**src/rtl/pulse_window_counter_pkg.sv**
```systemverilog
// Shared definitions for the pulse window counter: FSM state encoding and default sizes.
// Optional saturation is enabled by defining PWC_SAT_EN.
package pulse_window_counter_pkg;

    typedef enum logic [1:0] {
        ST_IDLE  = 2'd0,
        ST_RUN   = 2'd1,
        ST_LATCH = 2'd2
    } pwc_state_e;

    localparam int PWC_NCH_DEF     = 2;
    localparam int PWC_CNT_W_DEF   = 24;
    localparam int PWC_WIN_LEN_DEF = 20000;
    localparam int PWC_WIN_W_DEF   = 16;

endpackage

```
**src/rtl/pulse_window_counter_channel.sv**
```systemverilog
// One trigger channel: a high-count / low-count pair advanced on qualified ce pulses.
// With PWC_SAT_EN defined the counters stick at all-ones and report it; otherwise they wrap.
module pulse_window_counter_channel
    import pulse_window_counter_pkg::*;
#(
    parameter int CNT_W = PWC_CNT_W_DEF
) (
    input  logic             clk,
    input  logic             reset,
    input  logic             ce,
    input  logic             trigger,
    input  logic             clr,
    output logic [CNT_W-1:0] p_next,
    output logic [CNT_W-1:0] m_next
`ifdef PWC_SAT_EN
    ,
    output logic             sat_next
`endif
);

    logic [CNT_W-1:0] p_q, p_d;
    logic [CNT_W-1:0] m_q, m_d;

`ifdef PWC_SAT_EN
    localparam logic [CNT_W-1:0] CNT_MAX = '1;
    logic sat_q, sat_d;
`endif

    // p_next/m_next include the current sample so the top can latch the terminal ce directly.
    always_comb begin
        p_next = p_q;
        m_next = m_q;
`ifdef PWC_SAT_EN
        sat_next = sat_q;
`endif
        if (ce) begin
            if (trigger) begin
`ifdef PWC_SAT_EN
                if (p_q == CNT_MAX) sat_next = 1'b1;
                else                p_next   = p_q + 1'b1;
`else
                p_next = p_q + 1'b1;
`endif
            end else begin
`ifdef PWC_SAT_EN
                if (m_q == CNT_MAX) sat_next = 1'b1;
                else                m_next   = m_q + 1'b1;
`else
                m_next = m_q + 1'b1;
`endif
            end
        end
        p_d = clr ? '0 : p_next;
        m_d = clr ? '0 : m_next;
`ifdef PWC_SAT_EN
        sat_d = clr ? 1'b0 : sat_next;
`endif
    end

    always_ff @(posedge clk) begin
        if (reset) begin
            p_q <= '0;
            m_q <= '0;
`ifdef PWC_SAT_EN
            sat_q <= 1'b0;
`endif
        end else begin
            p_q <= p_d;
            m_q <= m_d;
`ifdef PWC_SAT_EN
            sat_q <= sat_d;
`endif
        end
    end

endmodule

```
**src/rtl/pulse_window_counter.sv**
```systemverilog
// Multi-channel windowed pulse counter with a valid/ready result buffer and sticky overrun.
// Defining PWC_SAT_EN makes the counters saturate and adds the sat_flag output.
module pulse_window_counter
    import pulse_window_counter_pkg::*;
#(
    parameter int NCH     = PWC_NCH_DEF,
    parameter int CNT_W   = PWC_CNT_W_DEF,
    parameter int WIN_LEN = PWC_WIN_LEN_DEF,
    parameter int WIN_W   = PWC_WIN_W_DEF
) (
    input  logic                 clk,
    input  logic                 reset,
    input  logic                 ce,
    input  logic                 start,
    input  logic                 cont,
    input  logic [NCH-1:0]       trigger,
    output logic [NCH*CNT_W-1:0] count_p,
    output logic [NCH*CNT_W-1:0] count_m,
    output logic                 res_valid,
    input  logic                 res_ready,
    output logic                 overrun,
    output logic                 busy
`ifdef PWC_SAT_EN
    ,
    output logic [NCH-1:0]       sat_flag
`endif
);

    localparam logic [WIN_W-1:0] WIN_LAST = WIN_W'(WIN_LEN - 1);

    pwc_state_e           state_q, state_d;
    logic [WIN_W-1:0]     win_q, win_d;
    logic [NCH*CNT_W-1:0] count_p_q, count_p_d;
    logic [NCH*CNT_W-1:0] count_m_q, count_m_d;
    logic                 res_valid_q, res_valid_d;
    logic                 overrun_q, overrun_d;
    logic                 busy_q, busy_d;

    logic [NCH*CNT_W-1:0] p_next, m_next;
    logic                 cnt_en, terminal, handshake;

`ifdef PWC_SAT_EN
    logic [NCH-1:0] sat_next;
    logic [NCH-1:0] sat_flag_q, sat_flag_d;
`endif

    assign cnt_en    = (state_q == ST_RUN) && ce;
    assign terminal  = cnt_en && (win_q == WIN_LAST);
    assign handshake = res_valid_q && res_ready;

    // Working counters clear on the same edge that captures their final values.
    for (genvar ch = 0; ch < NCH; ch++) begin : g_ch
        pulse_window_counter_channel #(
            .CNT_W(CNT_W)
        ) u_ch (
            .clk     (clk),
            .reset   (reset),
            .ce      (cnt_en),
            .trigger (trigger[ch]),
            .clr     (terminal),
            .p_next  (p_next[ch*CNT_W +: CNT_W]),
            .m_next  (m_next[ch*CNT_W +: CNT_W])
`ifdef PWC_SAT_EN
            ,
            .sat_next(sat_next[ch])
`endif
        );
    end

    always_comb begin
        state_d     = state_q;
        win_d       = win_q;
        count_p_d   = count_p_q;
        count_m_d   = count_m_q;
        res_valid_d = res_valid_q && !res_ready;
        overrun_d   = handshake ? 1'b0 : overrun_q;
`ifdef PWC_SAT_EN
        sat_flag_d  = sat_flag_q;
`endif

        case (state_q)
            ST_IDLE:  if (start) state_d = ST_RUN;
            ST_RUN: begin
                if (ce) begin
                    if (win_q == WIN_LAST) begin
                        state_d = ST_LATCH;
                        win_d   = '0;
                    end else begin
                        win_d = win_q + 1'b1;
                    end
                end
            end
            ST_LATCH: state_d = cont ? ST_RUN : ST_IDLE;
            default:  state_d = ST_IDLE;
        endcase

        // An unconsumed result is never overwritten; the new window is dropped instead.
        if (terminal) begin
            if (res_valid_q && !res_ready) begin
                overrun_d = 1'b1;
            end else begin
                count_p_d   = p_next;
                count_m_d   = m_next;
                res_valid_d = 1'b1;
`ifdef PWC_SAT_EN
                sat_flag_d  = sat_next;
`endif
            end
        end

        busy_d = (state_d == ST_RUN);
    end

    always_ff @(posedge clk) begin
        if (reset) begin
            state_q     <= ST_IDLE;
            win_q       <= '0;
            count_p_q   <= '0;
            count_m_q   <= '0;
            res_valid_q <= 1'b0;
            overrun_q   <= 1'b0;
            busy_q      <= 1'b0;
`ifdef PWC_SAT_EN
            sat_flag_q  <= '0;
`endif
        end else begin
            state_q     <= state_d;
            win_q       <= win_d;
            count_p_q   <= count_p_d;
            count_m_q   <= count_m_d;
            res_valid_q <= res_valid_d;
            overrun_q   <= overrun_d;
            busy_q      <= busy_d;
`ifdef PWC_SAT_EN
            sat_flag_q  <= sat_flag_d;
`endif
        end
    end

    assign count_p   = count_p_q;
    assign count_m   = count_m_q;
    assign res_valid = res_valid_q;
    assign overrun   = overrun_q;
    assign busy      = busy_q;
`ifdef PWC_SAT_EN
    assign sat_flag  = sat_flag_q;
`endif

endmodule
```
**config.mk**
```make
export PLATFORM = sky130hd
export DESIGN_NAME = pulse_window_counter
export DESIGN_NICKNAME = d
export VERILOG_FILES = /design/src/rtl/pulse_window_counter_pkg.sv /design/src/rtl/pulse_window_counter_channel.sv /design/src/rtl/pulse_window_counter.sv
export SDC_FILE = /design/constraint.sdc
export NUM_CORES = 1
export LEC_CHECK = 0
export ABC_AREA = 1
export CORE_MARGIN = 4
export CORE_UTILIZATION = 50
export CTS_CLUSTER_DIAMETER = 150
export CTS_CLUSTER_SIZE = 30
export DETAILED_ROUTE_END_ITERATION = 16
export PLACE_DENSITY = 0.82
export SLEW_MARGIN = 20
export SYNTH_ARGS = -nofsm -noshare
export SYNTH_HDL_FRONTEND = slang
export SYNTH_HIERARCHICAL = 1
export SYNTH_SLANG_ARGS = --single-unit
export TNS_END_PERCENT = 5
```
**constraint.sdc**
```tcl
create_clock -name clk -period 4.2 [get_ports clk]
set_input_delay 0.42 -clock clk [delete_from_list [all_inputs] [get_ports clk]]
set_output_delay 0.42 -clock clk [all_outputs]
set_load 0.01 [all_outputs]
```
# ---- After elaboration in Yosys (flattened, before gate mapping)
# Index checks and enable logic that the tools add are counted.
dict set report word_totals {
  reg_bits 213
  out_inout_bits 99
  elab_cells 48
}
dict set report op_classes {
  n_addsub 5
  eq_ne 4
  mux 18
  n_bitwise 1
  n_reduce_logical 9
}
# cell n
set op_table {}
lappend op_table {{$mux W24} 8}
lappend op_table {{$add A24 B1 Y24 const B} 4}
lappend op_table {{$add A16 B1 Y16 const B} 1}
lappend op_table {{$eq A16 B15 Y1 const B} 1}
lappend op_table {{$mux W16} 1}
lappend op_table {{$mux W2} 3}
lappend op_table {{$pmux W2 S3} 1}
lappend op_table {{$mux W1} 5}
lappend op_table {{$eq A2 B1 Y1 const B} 2}
lappend op_table {{$logic_and A1 B1 Y1} 4}
lappend op_table {{$reduce_and A2 Y1} 2}
lappend op_table {{$eq A2 B2 Y1 const B} 1}
lappend op_table {{$logic_not A2 Y1} 1}
lappend op_table {{$reduce_or A2 Y1} 1}
lappend op_table {{$logic_not A1 Y1} 1}
lappend op_table {{$not A1 Y1} 1}

# ---- Longest topological paths before layout
dict set report logic_depth {
  depth_word 5
  depth_mapped 15
  depth_no_buf 14
}

# ---- By module
# Netlist, hierarchy kept.
# module n_inst cells_per_inst area_per_inst_um2
set modules_own_cells {}
lappend modules_own_cells {pulse_window_counter_channel 2 407 2636.3}
lappend modules_own_cells {pulse_window_counter 1 780 5008.6}

# ---- Worst setup path before layout
# Ideal clock, no wire load.
dict set report synth_path {
  kind {register -> register}
  from {register state_q[0]}
  to {register count_m_q[13] (netlist: count_m[13])}
  setup_time_ps 113
  t_arrival_ps 1949
  path_slack_ps 2137
  path_stages_with_launch 15
  path_buffers 1
  synth_period_minus_slack_ps 2063
  cell_sequence {dfxtp_1 inv_1 nor2_2 nand2_2 inv_2 buf_2 inv_1 nor2_2 nand3_2 nor2_4 nand2_1 xor2_1 inv_1 nor2_1 nor2_1}
}
dict set report synth_via {
  elab_cells_between_ends 5
  cone_classes {eq/ne: 1; mux: 1; reduce/logical: 3}
}
# item line
set synth_rtl {}
lappend synth_rtl {{start, declared} pulse_window_counter.sv:31} ;# pwc_state_e state_q, state_d;
lappend synth_rtl {{start signal, assigned} pulse_window_counter.sv:127} ;# state_q <= state_d;
lappend synth_rtl {{$eq A2 B1 Y1} pulse_window_counter.sv:47} ;# assign cnt_en = (state_q == ST_RUN) && ce;
lappend synth_rtl {{$logic_and A1 B1 Y1} pulse_window_counter.sv:47}
lappend synth_rtl {{via cnt_en} pulse_window_counter.sv:40} ;# logic cnt_en, terminal, handshake;
lappend synth_rtl {{$mux W24} pulse_window_counter_channel.sv:36} ;# if (ce) begin
lappend synth_rtl {{via m_next[13]} pulse_window_counter.sv:39} ;# logic [NCH*CNT_W-1:0] p_next, m_next;
lappend synth_rtl {{end signal, assigned} pulse_window_counter.sv:130} ;# count_m_q <= count_m_d;
lappend synth_rtl {{end, declared} pulse_window_counter.sv:34} ;# logic [NCH*CNT_W-1:0] count_m_q, count_m_d;
# The timed path passes the listed nets, and every way through them passes these cells.
# A chain may end at the register's enable or synchronous reset.

# ---- Worst setup path after layout
dict set report layout_path {
  from {register win_q[0]}
  to {register count_p_q[45] (netlist: count_p[45])}
}
dict set report layout_via {
  elab_chain_cells 3
}
# item line
set layout_lines {}
lappend layout_lines {{start, declared} pulse_window_counter.sv:32} ;# logic [WIN_W-1:0] win_q, win_d;
lappend layout_lines {{start signal, assigned} pulse_window_counter.sv:128} ;# win_q <= win_d;
lappend layout_lines {{$eq A16 B15 Y1} pulse_window_counter.sv:48} ;# assign terminal = cnt_en && (win_q == WIN_LAST);
lappend layout_lines {{$logic_and A1 B1 Y1} pulse_window_counter.sv:48}
lappend layout_lines {{$reduce_and A2 Y1 (no line)} --}
lappend layout_lines {{end signal, assigned} pulse_window_counter.sv:129} ;# count_p_q <= count_p_d;
lappend layout_lines {{end, declared} pulse_window_counter.sv:33} ;# logic [NCH*CNT_W-1:0] count_p_q, count_p_d;
# No other way between the ends.

==> flow_metrics.tcl <==
set metrics [dict create \
    cts_buffers 11 \
    crit_arrival_ns 3.08 \
    holdBufCountCts 0 \
    yosys_warnings 6 \
    yosysTopAreaCellShare_pct 41.47 \
    drt-met1-wl_um 10240 \
    netlist_area_mm2 0.01028 \
    finalCritPeriodShare_pct 64.69 \
    synth.ff_latch_count 213 \
    yosys.cell_types.count 37 \
    cts_tree "yes" \
    critPathLaunchType "flop" \
    crit_top_cell "nand2_1" \
    synth_top_area_cell "dfxtp_1" \
    fmax_mhz 368.1 \
    power_density_mw_per_mm2 274.8 \
    drtIter0Drc 482 \
    critPathSlowestCell "nand4_4" \
    rsz0062_at_grt "no" \
    vias 9233 \
    post_drt_wl_per_cell_um 11.23 \
    run_status "complete, no violations" \
    path_max_fanout 68 \
    synth_ff_type "dfxtp_1" \
    antenna_found_initial 0 \
    grt_pass1_wl_um 37690 \
    dr_wl_met3_um 1065 \
    synth.most_common_cell "nand2_1" \
    n_antenna_cell 0 \
    slew_viol_final 0 \
    routed-wl-met2_um 10270 \
    dpl.hpwl_um 15550 \
    hp-class "flop to flop" \
    worstMarginPinSlew_ns 1.014 \
    path_cells "ha_1 > nand3_1 > nor2_4 > nand4_4 > buf_4 > nand2_1 > nand2_1 > nor2_1" \
    setup_viol 0 \
    core_mm2 0.02023 \
    yosys-top-cells-area "dfxtp_1 41%, nand2_1 16%, nor2_1 13%" \
    timing.hold.ws_ns 0.4689 \
    slew_headroom_pct 32.27 \
    wirelength_um 21880 \
    crit_family "simple AND/OR/NAND/NOR gates" \
    die_w_um 151.4 \
    start_util_pct 50.81 \
    firstDrtPassIters 5 \
    boundaryPins 107 \
    ys_top_cells_by_count "445 x nand2_1, 344 x nor2_1, 256 x inv_1" \
    skew_ns 0.03832 \
    syn-num-nets 1607 \
    p_total_w 0.003257 \
    grt_max_degree 70 \
    row_count 52 \
    post_cts_buffers 0 \
    worstSetupPathType "flop to flop" \
    synth-edff-count 0 \
    clkTransAtPathRegs_ns 0.11 \
    ir_worst_vdd_v 0.0002318 \
    syn_to_final_growth_pct 15.27 \
    critPathCaptureType "flop" \
    routed.top_layer "met4" \
    drc 0 \
    syn_area_per_cell_um2 6.450 \
    worstSkewPairLatency_ns 0.47 \
    hold_violations 0 \
    synthCells 1594 \
    yosysSeqAreaShare_pct 41.47 \
    critPathBufInv 1 \
    cts_buffer_depth 3 \
    grt_pass1_vias 8540 \
    clock-root-buffer "clkbuf_16" \
    port_buffers 106 \
    viasPerCell 4.740 \
    clkSinkCount 213 \
    grt_usage_pct 19.24 \
    layout-drive-gt1-share_pct 4.172 \
    ant_nets 0 \
    nets 1692 \
    synthArstFlopShare_pct 0 \
    maxCapViolations 0 \
    htreeDepth 1 \
    gr-total-overflow 0 \
    max_stage_delay_ns 0.79 \
    fp.dieH_um 151.4 \
    crit_required_ns 4.57 \
    p_leak_nw 5.810 \
    gp_congestion 0.8810 \
    ctsResizeCount 0 \
    final.setup.tns_ns 0 \
    fin_crit_ns 2.717 \
    dieArea_mm2 0.02292 \
]
worst min-delay path, cell delays in order, from the launching register on:
cell and delay, ns:
dfxtp_1 0.33, inv_1 0.05, a21oi_1 0.06
where the power goes:
part / total (W) / internal, W / switching [W]
sequential: 0.00203 / 0.00203 / 0.00000398
clock: 0.00115 / 0.000491 / 0.000659
combinational: 0.0000786 / 0.0000206 / 0.0000580
routing by layer:
layer,vias to the layer above,GRT usage (%)
met1,4094,25.35
met5,-,0
met3,19,2.723
met4,0,3.762
li1,4946,-
met2,174,33.72
flip-flops by register name (all words and copies together), names as in the netlist:
| register | flops |
|---|---|
| state_q | 2 |
| res_valid | 1 |
| busy | 1 |
| count_m | 48 |
| g_ch.u_ch/m_q | 48 |
| overrun | 1 |
| g_ch.u_ch/p_q | 48 |
| win_q | 16 |
| count_p | 48 |
layout make-up:
cell class	count	area [um^2]
clock buffer	11	275.3
clock inverter	1	30.03
fill	1851	8383
inverter	261	979.7
multi-input combinational	1078	4843
sequential	213	4264
tap	270	337.8
timing repair buffer	114	1121
layout by cell type (no fill, tap or decap), drive strengths merged:
cell type / instances
nor3b: 5
xor2: 25
dfxtp: 213
nand3b: 10
clkbuf: 11
mux2i: 1
a21oi: 49
xnor2: 5
o21bai: 3
nand2: 449
or3: 2
and2: 2
nor2: 362
nor3: 20
buf: 8
a211oi: 1
nor4: 1
o21ai: 24
nand4: 37
or2: 14
clkinv: 2
clkdlybuf4s50: 106
inv: 260
nand3: 63
ha: 5
metrics by stage:
stage	worst slack [ns]	utilization [%]	std cells	area (um^2)
6_report	1.483	58.57	1948	11850
5_1_grt	1.214	58.57	1948	11850
4_1_cts	1.454	58.57	1948	11850
3_5_place_dp	1.303	57.06	1936	11550
3_3_place_gp	1.380	57.06	1936	11550
2_1_floorplan	2.137	-	1594	10280
cells by family (layout without fill, tap and decap cells):
kind of cell | after synthesis | in the layout | synth area share, %
compound gates | 77 | 77 | 3.846
simple gates | 965 | 965 | 39.77
mux | 1 | 1 | 0.09736
flops | 213 | 213 | 41.47
buf+inv | 303 | 387 | 11.50
xor+xnor | 30 | 30 | 2.702
fa+ha+maj | 5 | 5 | 0.6085
path summary, 6_finish.rpt:
kind / slack [ns] / cells past startpoint / startpoint / endpoint
setup / recovery: 1.48 / 8 / win_q[0] / count_p[45]
hold / removal: 0.47 / 2 / overrun / overrun
setup reg to reg: 1.48 / 8 / win_q[0] / count_p[45]
hold reg to reg: 0.47 / 2 / overrun / overrun
No activity file was read; power rests on OpenSTA's default activity.
